==> src/rtl/cpu_pkg.sv <==
// Shared CPU definitions: opcode encodings, default widths, result-stage FSM
// states and the opcode -> retire-kind classifier.
package cpu_pkg;

    localparam int DATA_W_DEF = 32;
    localparam int OP_W_DEF   = 5;

    localparam logic [OP_W_DEF-1:0] OP_ADD  = 5'd0;
    localparam logic [OP_W_DEF-1:0] OP_SUB  = 5'd1;
    localparam logic [OP_W_DEF-1:0] OP_AND  = 5'd2;
    localparam logic [OP_W_DEF-1:0] OP_OR   = 5'd3;
    localparam logic [OP_W_DEF-1:0] OP_XOR  = 5'd4;
    localparam logic [OP_W_DEF-1:0] OP_SHL  = 5'd5;
    localparam logic [OP_W_DEF-1:0] OP_SHR  = 5'd6;
    localparam logic [OP_W_DEF-1:0] OP_ROL  = 5'd7;
    localparam logic [OP_W_DEF-1:0] OP_ROR  = 5'd8;
    localparam logic [OP_W_DEF-1:0] OP_NEG  = 5'd9;
    localparam logic [OP_W_DEF-1:0] OP_NOT  = 5'd10;
    localparam logic [OP_W_DEF-1:0] OP_MUL  = 5'd11;
    localparam logic [OP_W_DEF-1:0] OP_DIV  = 5'd12;
    localparam logic [OP_W_DEF-1:0] OP_MFHI = 5'd13;
    localparam logic [OP_W_DEF-1:0] OP_MFLO = 5'd14;
    localparam logic [OP_W_DEF-1:0] OP_NOP  = 5'd15;
    localparam logic [OP_W_DEF-1:0] OP_HALT = 5'd16;

    typedef enum logic [1:0] {
        IDLE    = 2'd0,
        WR_HILO = 2'd1,
        DRV     = 2'd2
    } state_t;

    typedef enum logic [2:0] {
        BUS_Z  = 3'd0,
        BUS_HI = 3'd1,
        BUS_LO = 3'd2,
        HILO   = 3'd3,
        NONE   = 3'd4
    } retire_kind_t;

    // Where a result goes; anything not recognised is an ordinary 32-bit bus result.
    function automatic retire_kind_t retire_kind(input logic [OP_W_DEF-1:0] op);
        retire_kind_t k;
        case (op)
            OP_MUL, OP_DIV:   k = HILO;
            OP_MFHI:          k = BUS_HI;
            OP_MFLO:          k = BUS_LO;
            OP_NOP, OP_HALT:  k = NONE;
            default:          k = BUS_Z;
        endcase
        return k;
    endfunction

endpackage

==> src/rtl/result_skid_buf.sv <==
// One-entry valid/ready skid buffer of generic width. When the consumer is
// ready and the buffer is empty, input passes straight through.
module result_skid_buf #(
    parameter int W = 8
) (
    input  logic         clk,
    input  logic         srst,
    input  logic         in_valid,
    output logic         in_ready,
    input  logic [W-1:0] in_data,
    output logic         out_valid,
    input  logic         out_ready,
    output logic [W-1:0] out_data,
    output logic         full
);

    logic         full_reg;
    logic [W-1:0] data_reg;

    assign in_ready  = ~full_reg;
    assign out_valid = full_reg | in_valid;
    assign out_data  = full_reg ? data_reg : in_data;
    assign full      = full_reg;

    // Capture input only when it cannot pass through; drain when consumer takes it.
    always_ff @(posedge clk) begin
        if (srst) begin
            full_reg <= 1'b0;
            data_reg <= '0;
        end else if (full_reg) begin
            if (out_ready) begin
                full_reg <= 1'b0;
            end
        end else if (in_valid && !out_ready) begin
            full_reg <= 1'b1;
            data_reg <= in_data;
        end
    end

endmodule

==> src/rtl/alu_result_stage.sv <==
// ALU result stage: holds the 64-bit ALU result in ZHI/ZLO and retires it to
// the datapath bus or to HI/LO, strictly in acceptance order.
// Optional feature: define RESULT_SKID_EN to add a one-entry input skid buffer
// allowing one bus result per cycle.
module alu_result_stage
    import cpu_pkg::*;
#(
    parameter int DATA_W = DATA_W_DEF,
    parameter int OP_W   = OP_W_DEF
) (
    input  logic                clk,
    input  logic                clear,
    input  logic                c_valid,
    output logic                c_ready,
    input  logic [2*DATA_W-1:0] C_reg,
    input  logic [OP_W-1:0]     opcode,
    output logic                bus_valid,
    input  logic                bus_ready,
    output logic [DATA_W-1:0]   bus_data,
    output logic [DATA_W-1:0]   HI_out,
    output logic [DATA_W-1:0]   LO_out,
    output logic                busy
);

    localparam int ENTRY_W = 2*DATA_W + OP_W;

    state_t              state_reg, state_next;
    logic [DATA_W-1:0]   zhi_reg, zlo_reg;
    logic [DATA_W-1:0]   hi_reg, lo_reg;
    logic [DATA_W-1:0]   bus_data_reg, bus_data_next;
    logic [DATA_W-1:0]   hi_next, lo_next;

    logic                src_valid;
    logic [ENTRY_W-1:0]  src_entry;
    logic [2*DATA_W-1:0] src_c;
    logic [OP_W-1:0]     src_op;
    retire_kind_t        src_kind;
    logic                z_ready;
    logic                load;
    logic                skid_full;

`ifdef RESULT_SKID_EN
    logic skid_in_ready;

    // Z accepts a new entry in IDLE or on the edge the current result retires.
    assign z_ready = (state_reg == IDLE) || (state_reg == WR_HILO) ||
                     ((state_reg == DRV) && bus_ready);

    result_skid_buf #(
        .W(ENTRY_W)
    ) u_skid (
        .clk       (clk),
        .srst      (clear),
        .in_valid  (c_valid),
        .in_ready  (skid_in_ready),
        .in_data   ({C_reg, opcode}),
        .out_valid (src_valid),
        .out_ready (z_ready),
        .out_data  (src_entry),
        .full      (skid_full)
    );

    assign c_ready = skid_in_ready & ~clear;
`else
    assign z_ready   = (state_reg == IDLE);
    assign src_valid = c_valid;
    assign src_entry = {C_reg, opcode};
    assign skid_full = 1'b0;
    assign c_ready   = z_ready & ~clear;
`endif

    assign {src_c, src_op} = src_entry;
    assign src_kind        = retire_kind(src_op);
    assign load            = src_valid & z_ready;

    // HI/LO as they will be after this edge, so an mfhi/mflo loaded straight
    // out of WR_HILO sees the freshly written pair.
    assign hi_next = (state_reg == WR_HILO) ? zhi_reg : hi_reg;
    assign lo_next = (state_reg == WR_HILO) ? zlo_reg : lo_reg;

    assign bus_valid = (state_reg == DRV);
    assign bus_data  = bus_data_reg;
    assign HI_out    = hi_reg;
    assign LO_out    = lo_reg;
    assign busy      = (state_reg != IDLE) | skid_full;

    // Next state and the bus word captured on entry to DRV.
    always_comb begin
        state_next    = state_reg;
        bus_data_next = bus_data_reg;
        case (state_reg)
            WR_HILO: state_next = IDLE;
            DRV:     if (bus_ready) state_next = IDLE;
            default: state_next = state_reg;
        endcase
        if (load) begin
            case (src_kind)
                HILO: state_next = WR_HILO;
                BUS_HI: begin
                    state_next    = DRV;
                    bus_data_next = hi_next;
                end
                BUS_LO: begin
                    state_next    = DRV;
                    bus_data_next = lo_next;
                end
                BUS_Z: begin
                    state_next    = DRV;
                    bus_data_next = src_c[DATA_W-1:0];
                end
                default: state_next = IDLE;
            endcase
        end
    end

    // State, Z pair, HI/LO and bus word registers; clear wins over everything.
    always_ff @(posedge clk) begin
        if (clear) begin
            state_reg    <= IDLE;
            zhi_reg      <= '0;
            zlo_reg      <= '0;
            hi_reg       <= '0;
            lo_reg       <= '0;
            bus_data_reg <= '0;
        end else begin
            state_reg    <= state_next;
            bus_data_reg <= bus_data_next;
            hi_reg       <= hi_next;
            lo_reg       <= lo_next;
            if (load) begin
                zhi_reg <= src_c[2*DATA_W-1:DATA_W];
                zlo_reg <= src_c[DATA_W-1:0];
            end
        end
    end

endmodule
==> config.mk <==
export PLATFORM = sky130hd
export DESIGN_NAME = alu_result_stage
export DESIGN_NICKNAME = d
export VERILOG_FILES = /design/src/rtl/cpu_pkg.sv /design/src/rtl/result_skid_buf.sv /design/src/rtl/alu_result_stage.sv
export SDC_FILE = /design/constraint.sdc
export NUM_CORES = 1
export LEC_CHECK = 0
export CAP_MARGIN = 10
export CORE_UTILIZATION = 43
export DETAILED_ROUTE_END_ITERATION = 10
export GPL_ROUTABILITY_DRIVEN = 0
export PLACE_DENSITY = 0.71
export SYNTH_ARGS = -nofsm -noshare
export SYNTH_HDL_FRONTEND = slang
export SYNTH_HIERARCHICAL = 1
export SYNTH_SLANG_ARGS = --single-unit
==> constraint.sdc <==
create_clock -name clk -period 3.5 [get_ports clk]
set_input_delay 0.7 -clock clk [delete_from_list [all_inputs] [get_ports clk]]
set_output_delay 0.7 -clock clk [all_outputs]
set_load 0.1 [all_outputs]
==> PnR_summary.wiki, run 1 <==
{| class="wikitable"
! Metric !! Value
|-
| Result of the run || finished, final reports clean
|-
| Endpoint of the lowest-slack register-to-register path || bus_data[20]
|-
| Met3 Routed Length || around 1200 um
|-
| Critical path launch point type || flip-flop
|-
| Power Dens Cells || just over 500 nW/um^2
|-
| Routed via count || 6029
|-
| Site Rows || 45
|-
| Depth of the most critical reg-to-reg path || 5
|-
| Antenna diode count || 0
|-
| Share of synthesized area occupied by flip-flops and latches || 0.470
|-
| Worst IR drop on VDD || 357 uV
|-
| Setup slack of the worst register-to-register path || 1.24 ns
|-
| Post_cts resized || 0
|-
| Clock-pin transition on the worst setup and hold timing paths || 0.06 ns
|-
| Yosys warns || 6
|-
| Global-route wire length before repair || 31400 um
|-
| Worst R2R Start || state_reg[1]
|-
| Vias per inst || between 5 and 6
|-
| Maximum buffer depth of the clock tree || 2
|-
| Worst min path class || flip-flop to flip-flop
|-
| Final worst path period need || 2.67 ns
|-
| Effective utilization at floorplan || 0.447
|-
| Number of global-route vias before repair || just over 6k
|-
| Fmax achieved || 0.375 GHz
|-
| Floorplan die area || 16600 um^2
|-
| DRC marker count from the first detailed-route iteration || 461
|-
| Maximum fanout count along the critical path || 2
|-
| Leakage power || 4.03 nW
|-
| Count of flip-flops with a built-in enable after synthesis || 0
|-
| Met1 Routed Length || 8900 um
|-
| Chip width || 129 um
|-
| Detail Placement HPWL || 12800 um
|-
| Root buf cell || sky130_fd_sc_hd__clkbuf_16
|-
| P_int || approximately 3.3 mW
|-
| Core Region || 15400 um^2
|-
| Cell Area, Placed || 8700 um^2
|-
| Fraction of layout cells with a size suffix above 1 || 0.142
|-
| Final wirelength || 19700 um
|-
| Largest net degree at the start of global routing || 87
|-
| Final routed wire length divided by cell count || between 15 and 20 um
|-
| Final number of hold-violating endpoints || 0
|-
| Net count reported at finish || 947
|-
| Worst max-slew margin expressed relative to the limit || 0.326
|-
| Part of the cycle the worst path needs || 0.762
|-
| Syn_nets || 811
|-
| Antenna violations before repair || 0
|-
| Count of max-cap constraint violations || 0
|-
| Post-synth design cell area || 6900 um^2
|-
| Die height || 129 um
|-
| Sequential fraction of design power || 0.426
|-
| Data arrival, critical path || 1.97 ns
|-
| Crit end category || output pin
|-
| Hold buffers post-CTS || 0
|-
| Switching power as a share of total power || 0.286
|-
| P&R area growth vs syn || 34.2%
|-
| Post-layout instance area || about 9000 um^2
|-
| Remaining design rule violation count || 0
|-
| Number of clock sinks || 162
|-
| Total congestion overflow after global routing || 0
|-
| Worst EP required || 2.80 ns
|-
| Buffering stage count on the worst path with inverters included || 1
|-
| Hold path startpoint || zlo_reg[20]
|-
| Clock latency on the worst-skew pair || 0.42 ns
|-
| Maximum clock skew at final layout || around 0.012 ns
|-
| Largest stage delay on the critical path || 1.16 ns
|-
| Highest metal used || met4
|-
| Total clock buffers created by CTS || 17
|-
| H-tree depth || 4
|-
| Worst Hold Path Cells || 2
|-
| Post-route ant nets || 0
|-
| Netlist cell types || 33
|-
| Total setup buffers inserted after CTS || 0
|-
| Clock share of power || 0.385
|-
| Slew @ Worst Pin || around 1.0 ns
|-
| Fill cell count || 1328
|-
| Flop and latch count out of synthesis || ~160
|-
| Dominant register cell in the synthesized netlist || sky130_fd_sc_hd__dfxtp_1
|-
| Pins over their slew limit || 0
|-
| Post-Syn Instances || ~740
|-
| TritonCTS clock tree || built
|-
| RSZ-0062 raised after global routing || no
|-
| Buffers added on ports || 171
|-
| Number of detailed-routing iterations run before antenna repair || 6
|-
| Net load switching power || 1.33 mW
|-
| Share of power burned in combinational logic || 0.189
|-
| Critical path, cell by cell || clkdlybuf4s50_1
|-
| Setup Total Neg Slack || 0 ns
|-
| Proportion of register bits with asynchronous set or reset after synthesis || 0
|-
| Worst setup path category || flip-flop to output pin
|-
| Cell type group with the largest total delay on the critical path || buffers and inverters
|-
| Slowest library cell on the worst path || sky130_fd_sc_hd__clkdlybuf4s50_1
|-
| Total I/O pin count || approximately 170
|-
| Met2 Routed Length || 9240 um
|-
| Synth Area per Inst || 9.35 um^2
|-
| End point of the worst hold path || zlo_reg[20]
|-
| Setup Viol. Count Final || 0
|-
| Overall routing resource usage || 0.245
|}
[per-layer routing]
layer	GRT usage	vias to the layer above
li1	-	2850
met1	0.318	2949
met2	0.395	199
met3	0.0536	31
met4	0.0983	0
met5	0	-
[synth_stat cells (2+ instances only)]
cell type	instances	area share
sky130_fd_sc_hd__nor2_1	67	0.036
sky130_fd_sc_hd__a211oi_1	2	0.0022
sky130_fd_sc_hd__clkbuf_1	44	0.024
sky130_fd_sc_hd__o211a_1	31	0.045
sky130_fd_sc_hd__mux2_2	2	0.0033
sky130_fd_sc_hd__dfxtp_1	162	0.47
sky130_fd_sc_hd__a21oi_1	96	0.070
sky130_fd_sc_hd__a211o_1	31	0.039
sky130_fd_sc_hd__buf_6	4	0.0065
sky130_fd_sc_hd__o21ba_2	31	0.045
sky130_fd_sc_hd__mux2i_1	63	0.091
sky130_fd_sc_hd__a211oi_2	29	0.053
sky130_fd_sc_hd__nand2_1	131	0.071
sky130_fd_sc_hd__nor2b_1	3	0.0027
sky130_fd_sc_hd__or2_2	2	0.0018
sky130_fd_sc_hd__buf_2	18	0.013
sky130_fd_sc_hd__inv_1	4	0.0022
sky130_fd_sc_hd__o21ai_0	2	0.0015
sky130_fd_sc_hd__or3b_1	2	0.0025
[worst max path at each step]
| stage | start | depth (start not counted) | end |
|---|---|---|---|
| global placement | opcode[1] | 6 | bus_data[12] |
| floorplan | clear | 4 | c_ready |
| finish | LO_out[17] | 1 | LO_out[17] |
| global route | opcode[1] | 6 | bus_data[9] |
| detailed placement | opcode[1] | 6 | bus_data[6] |
| CTS | bus_data[27] | 1 | bus_data[27] |
[power by group through the flow]
stage / clock network, mW / registers [mW] / logic, mW
finish: 1.79 / 1.98 / 0.880
detailed placement: 0 / 2.02 / 0.877
CTS: 1.81 / 1.98 / 0.881
global placement: 0 / 2.02 / 0.863
floorplan: 0 / 2.28 / 0.357
global route: 1.89 / 1.99 / 0.926
[kinds of logic after synthesis]
kind of cell / count (synthesis) / share of synthesized area
buffers and inverters: 72 / 0.0473
AOI/OAI and AO/OA: 229 / 0.266
DFF: 162 / 0.470
and+or+nand+nor: 210 / 0.122
muxes: 65 / 0.0947
[cell type report]
cell class	instances	area (um^2)	area share
Tap cell	211	264	0.0285
Sequential cell	162	3240	0.350
Inverter	4	15.0	0.00162
Multi-Input combinational cell	504	3360	0.363
Clock buffer	24	482	0.0520
Timing Repair Buffer	185	1810	0.196
Clock inverter	6	80.1	0.00865
[cells in the final DEF (no fill, tap or decap), types with 17 or more instances in the layout]
master / n
sky130_fd_sc_hd__clkbuf_16: 17
sky130_fd_sc_hd__a21oi_1: 96
sky130_fd_sc_hd__a211oi_2: 29
sky130_fd_sc_hd__o211a_1: 31
sky130_fd_sc_hd__a211o_1: 31
sky130_fd_sc_hd__nor2_1: 65
sky130_fd_sc_hd__nand2_1: 131
sky130_fd_sc_hd__mux2i_1: 63
sky130_fd_sc_hd__clkdlybuf4s50_1: 158
sky130_fd_sc_hd__buf_4: 24
sky130_fd_sc_hd__dfxtp_1: 162
sky130_fd_sc_hd__o21ba_2: 31
[per-stage QoR]
stage                     std cells  total power, mW  utilization  hold slack (ns)  setup slack (ns)
after floorplan                 738             2.63            -            0.434             0.226
after global placement         1066             2.88        0.564            0.440             0.583
after detailed placement       1066             2.90        0.564            0.446             0.426
after CTS                      1096             4.67        0.600            0.454             0.834
after global routing           1096             4.81        0.600            0.472             0.766
final                          1096             4.66        0.600            0.452             0.835
(Power assumes the default switching activity.)
==> run 2, diff against run 1 <==
--- a/config.mk
+++ b/config.mk
@@ -9,7 +9,7 @@
 export CORE_UTILIZATION = 43
 export DETAILED_ROUTE_END_ITERATION = 10
 export GPL_ROUTABILITY_DRIVEN = 0
-export PLACE_DENSITY = 0.71
+export PLACE_DENSITY = 0.74
 export SYNTH_ARGS = -nofsm -noshare
 export SYNTH_HDL_FRONTEND = slang
 export SYNTH_HIERARCHICAL = 1
==> constraint.sdc (replaced) <==
create_clock -name clk -period 2.3 [get_ports clk]
set_input_delay 0.46 -clock clk [delete_from_list [all_inputs] [get_ports clk]]
set_output_delay 0.46 -clock clk [all_outputs]
set_load 0.1 [all_outputs]
==> PnR_summary.wiki, run 2 (synthesis results as in run 1) <==
{| class="wikitable"
! Metric !! Value
|-
| Total I/O pin count || 172 (unchanged)
|-
| Post-layout instance area || 9360 um^2 (was 9260 um^2)
|-
| Overall routing resource usage || 0.230 (was 0.245)
|-
| Final wirelength || 19000 um (was 19700 um)
|-
| Clock-pin transition on the worst setup and hold timing paths || 0.06 ns (about the same)
|-
| Number of global-route vias before repair || 5447 (was 6084)
|-
| Worst IR drop on VDD || 535 uV (was 357 uV)
|-
| Most frequent cells in the layout || sky130_fd_sc_hd__dfxtp_1, sky130_fd_sc_hd__nand2_1, sky130_fd_sc_hd__buf_4 (was sky130_fd_sc_hd__dfxtp_1, sky130_fd_sc_hd__clkdlybuf4s50_1, sky130_fd_sc_hd__nand2_1)
|-
| Final worst path period need || 2.05 ns
|-
| Maximum fanout count along the critical path || 18 (was 2)
|-
| RSZ-0062 raised after global routing || no (unchanged)
|-
| Global-route wire length before repair || 29200 um (was 31400 um)
|-
| Total area of sequential cells || 3240 um^2 (unchanged)
|-
| Most Used Layer, Global Route || met2 (unchanged)
|-
| Crit end category || flip-flop (was output pin)
|-
| Worst max-slew margin expressed relative to the limit || 0.490 (was 0.326)
|-
| Clock latency on the worst-skew pair || 0.42 ns (about the same)
|-
| Maximum clock skew at final layout || 0.00572 ns (was 0.0116 ns)
|-
| Die height || 129 um (unchanged)
|-
| Core Region || 15400 um^2 (unchanged)
|-
| Share of power burned in combinational logic || 0.195 (was 0.189)
|-
| Detail Placement HPWL || 12900 um (was 12800 um)
|-
| Result of the run || finished, final reports clean (unchanged)
|-
| TritonCTS clock tree || built (unchanged)
|-
| Fmax achieved || 0.488 GHz
|-
| Count of max-cap constraint violations || 0 (unchanged)
|-
| Number of clock sinks || 162 (unchanged)
|-
| Depth of the most critical reg-to-reg path || 4 (was 5)
|-
| Met2 track demand over resource in global routing || 0.360 (was 0.395)
|-
| Final total power || 7.02 mW (was 4.66 mW)
|-
| Pins over their slew limit || 0 (unchanged)
|-
| Maximum buffer depth of the clock tree || 2 (unchanged)
|-
| Post-route ant nets || 0 (unchanged)
|-
| WHS || 0.259 ns (was 0.452 ns)
|-
| Sequential fraction of design power || 0.429 (was 0.426)
|-
| Site Rows || 45 (unchanged)
|-
| Final number of hold-violating endpoints || 0 (unchanged)
|-
| Vias per inst || 5.25 (was 5.50)
|-
| Leakage power || 4.34 nW (was 4.03 nW)
|-
| Critical path launch point type || input port (was flip-flop)
|-
| Setup Total Neg Slack || 0 ns (unchanged)
|-
| Total setup buffers inserted after CTS || 0 (unchanged)
|-
| P&R area growth vs syn || 35.6% (was 34.2%)
|-
| Met3 usage || 0.0657 (was 0.0536)
|-
| Switching power as a share of total power || 0.295 (was 0.286)
|-
| Routed via count || 5859 (was 6029)
|-
| Area of the multi-input gates || 3370 um^2 (was 3360 um^2)
|-
| Largest net degree at the start of global routing || 76 (was 87)
|-
| Buffers added on ports || 171 (unchanged)
|-
| Fill cell count || 1366 (was 1328)
|-
| DRC marker count from the first detailed-route iteration || 397 (was 461)
|-
| Worst EP required || 2.64 ns (was 2.80 ns)
|-
| Setup Viol. Count Final || 0 (unchanged)
|-
| Worst setup path category || input port to flip-flop (was flip-flop to output pin)
|-
| Cell Area, Placed || 8810 um^2 (was 8700 um^2)
|-
| Worst min path class || input port to flip-flop (was flip-flop to flip-flop)
|-
| Net load switching power || 2.07 mW (was 1.33 mW)
|-
| Chip width || 129 um (unchanged)
|-
| Total congestion overflow after global routing || 0 (unchanged)
|-
| Part of the cycle the worst path needs || 0.891
|-
| P_int || 4.95 mW (was 3.32 mW)
|-
| Post_cts resized || 0 (unchanged)
|-
| Effective utilization at floorplan || 0.447 (unchanged)
|-
| Most frequent standard cell in the layout excluding fill and tap cells || sky130_fd_sc_hd__dfxtp_1 (unchanged)
|-
| Slew @ Worst Pin || 0.765 ns (was 1.01 ns)
|-
| Fraction of layout cells with a size suffix above 1 || 0.262 (was 0.142)
|-
| Total clock buffers created by CTS || 17 (unchanged)
|-
| Number of detailed-routing iterations run before antenna repair || 5 (was 6)
|-
| Final core utilization || 0.606 (was 0.600)
|-
| Data arrival, critical path || 2.39 ns (was 1.97 ns)
|-
| Worst Hold Path Cells || 2 (unchanged)
|-
| Power Dens Cells || 751 nW/um^2 (was 503 nW/um^2)
|-
| Clock share of power || 0.376 (was 0.385)
|-
| Hold buffers post-CTS || 0 (unchanged)
|-
| Antenna diode count || 0 (unchanged)
|-
| Antenna violations before repair || 0 (unchanged)
|-
| Floorplan die area || 16600 um^2 (unchanged)
|-
| Net count reported at finish || 967 (was 947)
|-
| Remaining design rule violation count || 0 (unchanged)
|-
| Root buf cell || sky130_fd_sc_hd__clkbuf_16 (unchanged)
|-
| H-tree depth || 4 (unchanged)
|-
| Final routed wire length divided by cell count || 17.0 um (was 18.0 um)
|-
| Met1 capacity usage during global routing || 0.309 (was 0.318)
|}
-- run 2: worst paths after layout --
kind | from | to | slack [ns]
worst max-delay path | opcode[1] | bus_data[13] | 0.25
worst min register to register | zhi_reg[1] | zhi_reg[1] | 0.45
worst min-delay path | clear | state_reg[1] | 0.26
worst max register to register | state_reg[1] | bus_data[30] | 0.53
-- run 2: power by group through the flow --
stage               Combinational, mW  Clock (mW)  Sequential [mW]
floorplan                       0.546           0             3.46
global placement                 1.36           0             3.07
detailed placement               1.37           0             3.07
CTS                              1.37        2.68             3.01
global route                     1.44        2.80             3.03
finish                           1.37        2.64             3.01
-- run 2: worst max-delay path, stage by stage --
cell	delay, ns
sky130_fd_sc_hd__clkdlybuf4s50_1	0.60
sky130_fd_sc_hd__mux2_2	0.39
sky130_fd_sc_hd__a22o_1	0.26
sky130_fd_sc_hd__buf_4	0.23
sky130_fd_sc_hd__a211o_1	0.26
sky130_fd_sc_hd__a211oi_2	0.19
-- run 2: final cells by class --
| cell class | instances | area share |
|---|---|---|
| multi-input combinational | 504 | 0.360 |
| sequential | 162 | 0.347 |
| timing repair buffer | 205 | 0.205 |
| clock buffer | 20 | 0.0488 |
| tap | 211 | 0.0282 |
| clock inverter | 10 | 0.00923 |
| inverter | 4 | 0.00160 |
-- run 2: routing by layer --
metal | wire (um) | share of wire
met5 | 0 | 0
met1 | 8840 | 0.47
met4 | 223 | 0.012
met3 | 1220 | 0.065
met2 | 8670 | 0.46
-- run 2: per-stage QoR --
| stage | cells | setup slack (ns) |
|---|---|---|
| 3_3_place_gp | 1086 | -0.126 |
| 2_1_floorplan | 738 | 0.127 |
| 3_5_place_dp | 1086 | -0.159 |
| 6_report | 1116 | 0.252 |
| 5_1_grt | 1116 | 0.204 |
| 4_1_cts | 1116 | 0.264 |
==> run 3, diff against run 2 <==
--- a/config.mk
+++ b/config.mk
@@ -6,10 +6,10 @@
 export NUM_CORES = 1
 export LEC_CHECK = 0
 export CAP_MARGIN = 10
-export CORE_UTILIZATION = 43
+export CORE_UTILIZATION = 45
 export DETAILED_ROUTE_END_ITERATION = 10
 export GPL_ROUTABILITY_DRIVEN = 0
-export PLACE_DENSITY = 0.74
+export PLACE_DENSITY = 0.77
 export SYNTH_ARGS = -nofsm -noshare
 export SYNTH_HDL_FRONTEND = slang
 export SYNTH_HIERARCHICAL = 1
==> PnR_summary.wiki, run 3 (synthesis results as in run 1) <==
{| class="wikitable"
! Metric !! Value
|-
| Chip width || 126 um (was 129 um)
|-
| Total clock buffers created by CTS || 17 (unchanged)
|-
| Worst R2R Start || state_reg[1] (unchanged)
|-
| Vias per inst || 5.39 (was 5.25)
|-
| Number of detailed-routing iterations run before antenna repair || 5 (unchanged)
|-
| Fill cell count || 1253 (was 1366)
|-
| Antenna violations before repair || 0 (unchanged)
|-
| Worst min path class || input port to flip-flop (unchanged)
|-
| Setup Total Neg Slack || 0 ns (unchanged)
|-
| Detail Placement HPWL || 12800 um (was 12900 um)
|-
| Depth of the most critical reg-to-reg path || 5 (was 4)
|-
| TritonCTS clock tree || built (unchanged)
|-
| Buffers added on ports || 171 (unchanged)
|-
| WHS || 0.379 ns (was 0.259 ns)
|-
| Global-route wire length before repair || 29200 um (unchanged)
|-
| Effective utilization at floorplan || 0.468 (was 0.447)
|-
| Crit end category || flip-flop (unchanged)
|-
| Most frequent standard cell in the layout excluding fill and tap cells || sky130_fd_sc_hd__dfxtp_1 (unchanged)
|-
| Hold path startpoint || clear (unchanged)
|-
| Leakage power || 4.35 nW (was 4.34 nW)
|-
| RSZ-0062 raised after global routing || no (unchanged)
|-
| Core Region || 14800 um^2 (was 15400 um^2)
|-
| Antenna diode count || 0 (unchanged)
|-
| Area of the multi-input gates || 3370 um^2 (unchanged)
|-
| Power Dens Cells || 771 nW/um^2 (was 751 nW/um^2)
|-
| Total setup buffers inserted after CTS || 0 (unchanged)
|-
| Final routed wire length divided by cell count || 16.9 um (was 17.0 um)
|-
| Final total power || 7.18 mW (was 7.02 mW)
|-
| H-tree depth || 4 (unchanged)
|-
| Maximum clock skew at final layout || 0.00914 ns (was 0.00572 ns)
|-
| Maximum fanout count along the critical path || 40 (was 18)
|-
| Floorplan die area || 15800 um^2 (was 16600 um^2)
|-
| Setup slack of the worst register-to-register path || 0.48 ns (was 0.53 ns)
|-
| Fmax achieved || 0.489 GHz (was 0.488 GHz)
|-
| Net count reported at finish || 971 (was 967)
|-
| Slew @ Worst Pin || 0.759 ns (was 0.765 ns)
|-
| Post-layout instance area || 9320 um^2 (was 9360 um^2)
|-
| Worst setup path category || input port to flip-flop (unchanged)
|-
| Setup Viol. Count Final || 0 (unchanged)
|-
| Final core utilization || 0.631 (was 0.606)
|-
| Clock latency on the worst-skew pair || 0.42 ns (about the same)
|-
| Total area of sequential cells || 3240 um^2 (unchanged)
|-
| Non-filler instance count after layout || 1093 (was 1116)
|-
| Largest net degree at the start of global routing || 111 (was 76)
|-
| Most frequent cells in the layout || sky130_fd_sc_hd__dfxtp_1, sky130_fd_sc_hd__nand2_1, sky130_fd_sc_hd__buf_4 (unchanged)
|-
| Cell Area, Placed || 8730 um^2 (was 8810 um^2)
|-
| Setup crit start || opcode[1] (unchanged)
|-
| Final wirelength || 18500 um (was 19000 um)
|-
| Post-route ant nets || 0 (unchanged)
|-
| Critical path launch point type || input port (unchanged)
|-
| DRC marker count from the first detailed-route iteration || 396 (was 397)
|-
| Site Rows || 44 (was 45)
|-
| Worst Hold Path Cells || 2 (unchanged)
|-
| End point of the worst hold path || HI_out[25] (was state_reg[1])
|-
| Final number of hold-violating endpoints || 0 (unchanged)
|-
| Remaining design rule violation count || 0 (unchanged)
|-
| Pins over their slew limit || 0 (unchanged)
|-
| Number of global-route vias before repair || 5557 (was 5447)
|-
| Total I/O pin count || 172 (unchanged)
|-
| Worst max-slew margin expressed relative to the limit || 0.494 (was 0.490)
|-
| Worst-case setup slack after placement || -0.148 ns (was -0.159 ns)
|-
| Routed via count || 5892 (was 5859)
|-
| Part of the cycle the worst path needs || 0.889 (was 0.891)
|-
| Number of clock sinks || 162 (unchanged)
|-
| Worst-case setup margin in the final layout || 0.256 ns (was 0.252 ns)
|-
| Root buf cell || sky130_fd_sc_hd__clkbuf_16 (unchanged)
|-
| Cells after DPL || 1063 (was 1086)
|-
| Post_cts resized || 0 (unchanged)
|-
| Endpoint of the lowest-slack register-to-register path || bus_data[29] (was bus_data[30])
|-
| Die height || 126 um (was 129 um)
|-
| Clock-pin transition on the worst setup and hold timing paths || 0.06 ns (about the same)
|-
| Hold buffers post-CTS || 0 (unchanged)
|-
| Worst EP required || 2.63 ns (was 2.64 ns)
|-
| Worst IR drop on VDD || 481 uV (was 535 uV)
|-
| Overall routing resource usage || 0.235 (was 0.230)
|-
| Final worst path period need || 2.04 ns (was 2.05 ns)
|-
| Total congestion overflow after global routing || 0 (unchanged)
|-
| P&R area growth vs syn || 35.0% (was 35.6%)
|-
| Maximum buffer depth of the clock tree || 2 (unchanged)
|-
| Fraction of layout cells with a size suffix above 1 || 0.263 (was 0.262)
|-
| Result of the run || finished, final reports clean (unchanged)
|-
| Data arrival, critical path || 2.37 ns (was 2.39 ns)
|-
| Count of max-cap constraint violations || 0 (unchanged)
|}
## run 3: cell types whose count changed in the layout (fill, tap and decap cells not counted), sizes merged
cell and change:
buf +4, bufinv +2, clkbuf +1, clkinvlp -1, clkinv -2
## run 3: metal layers
| metal | global-route usage | share of wire |
|---|---|---|
| met1 | 0.313 | 0.46 |
| met2 | 0.379 | 0.47 |
| met3 | 0.0446 | 0.055 |
| met4 | 0.0872 | 0.017 |
| met5 | 0 | 0 |
## run 3: how the worst max path moves through the flow
stage | cells after the start | end
2_1_floorplan | 1 | bus_valid
3_3_place_gp | 7 | bus_data[2]
3_5_place_dp | 7 | bus_data[2]
4_1_cts | 7 | bus_data[2]
5_1_grt | 7 | bus_data[2]
6_report | 7 | bus_data[2]
## run 3: layout make-up
type                            count  share of cell area
Multi-Input combinational cell    504               0.362
Sequential cell                   162               0.348
Timing Repair Buffer              209               0.201
Clock buffer                       21              0.0483
Tap cell                          184              0.0247
Clock inverter                      9              0.0142
Inverter                            4             0.00161
## run 3: critical path: stages
cell and delay (ns):
sky130_fd_sc_hd__clkdlybuf4s50_1 0.48, sky130_fd_sc_hd__buf_4 0.19, sky130_fd_sc_hd__or3b_1 0.38, sky130_fd_sc_hd__a21bo_2 0.28, sky130_fd_sc_hd__buf_12 0.18, sky130_fd_sc_hd__o211a_1 0.15, sky130_fd_sc_hd__a211oi_1 0.22
## run 3: where the power goes
group / switching [mW] / internal [mW]
clock: 1.09 / 1.72
sequential: 0.0779 / 2.94
combinational: 0.877 / 0.481
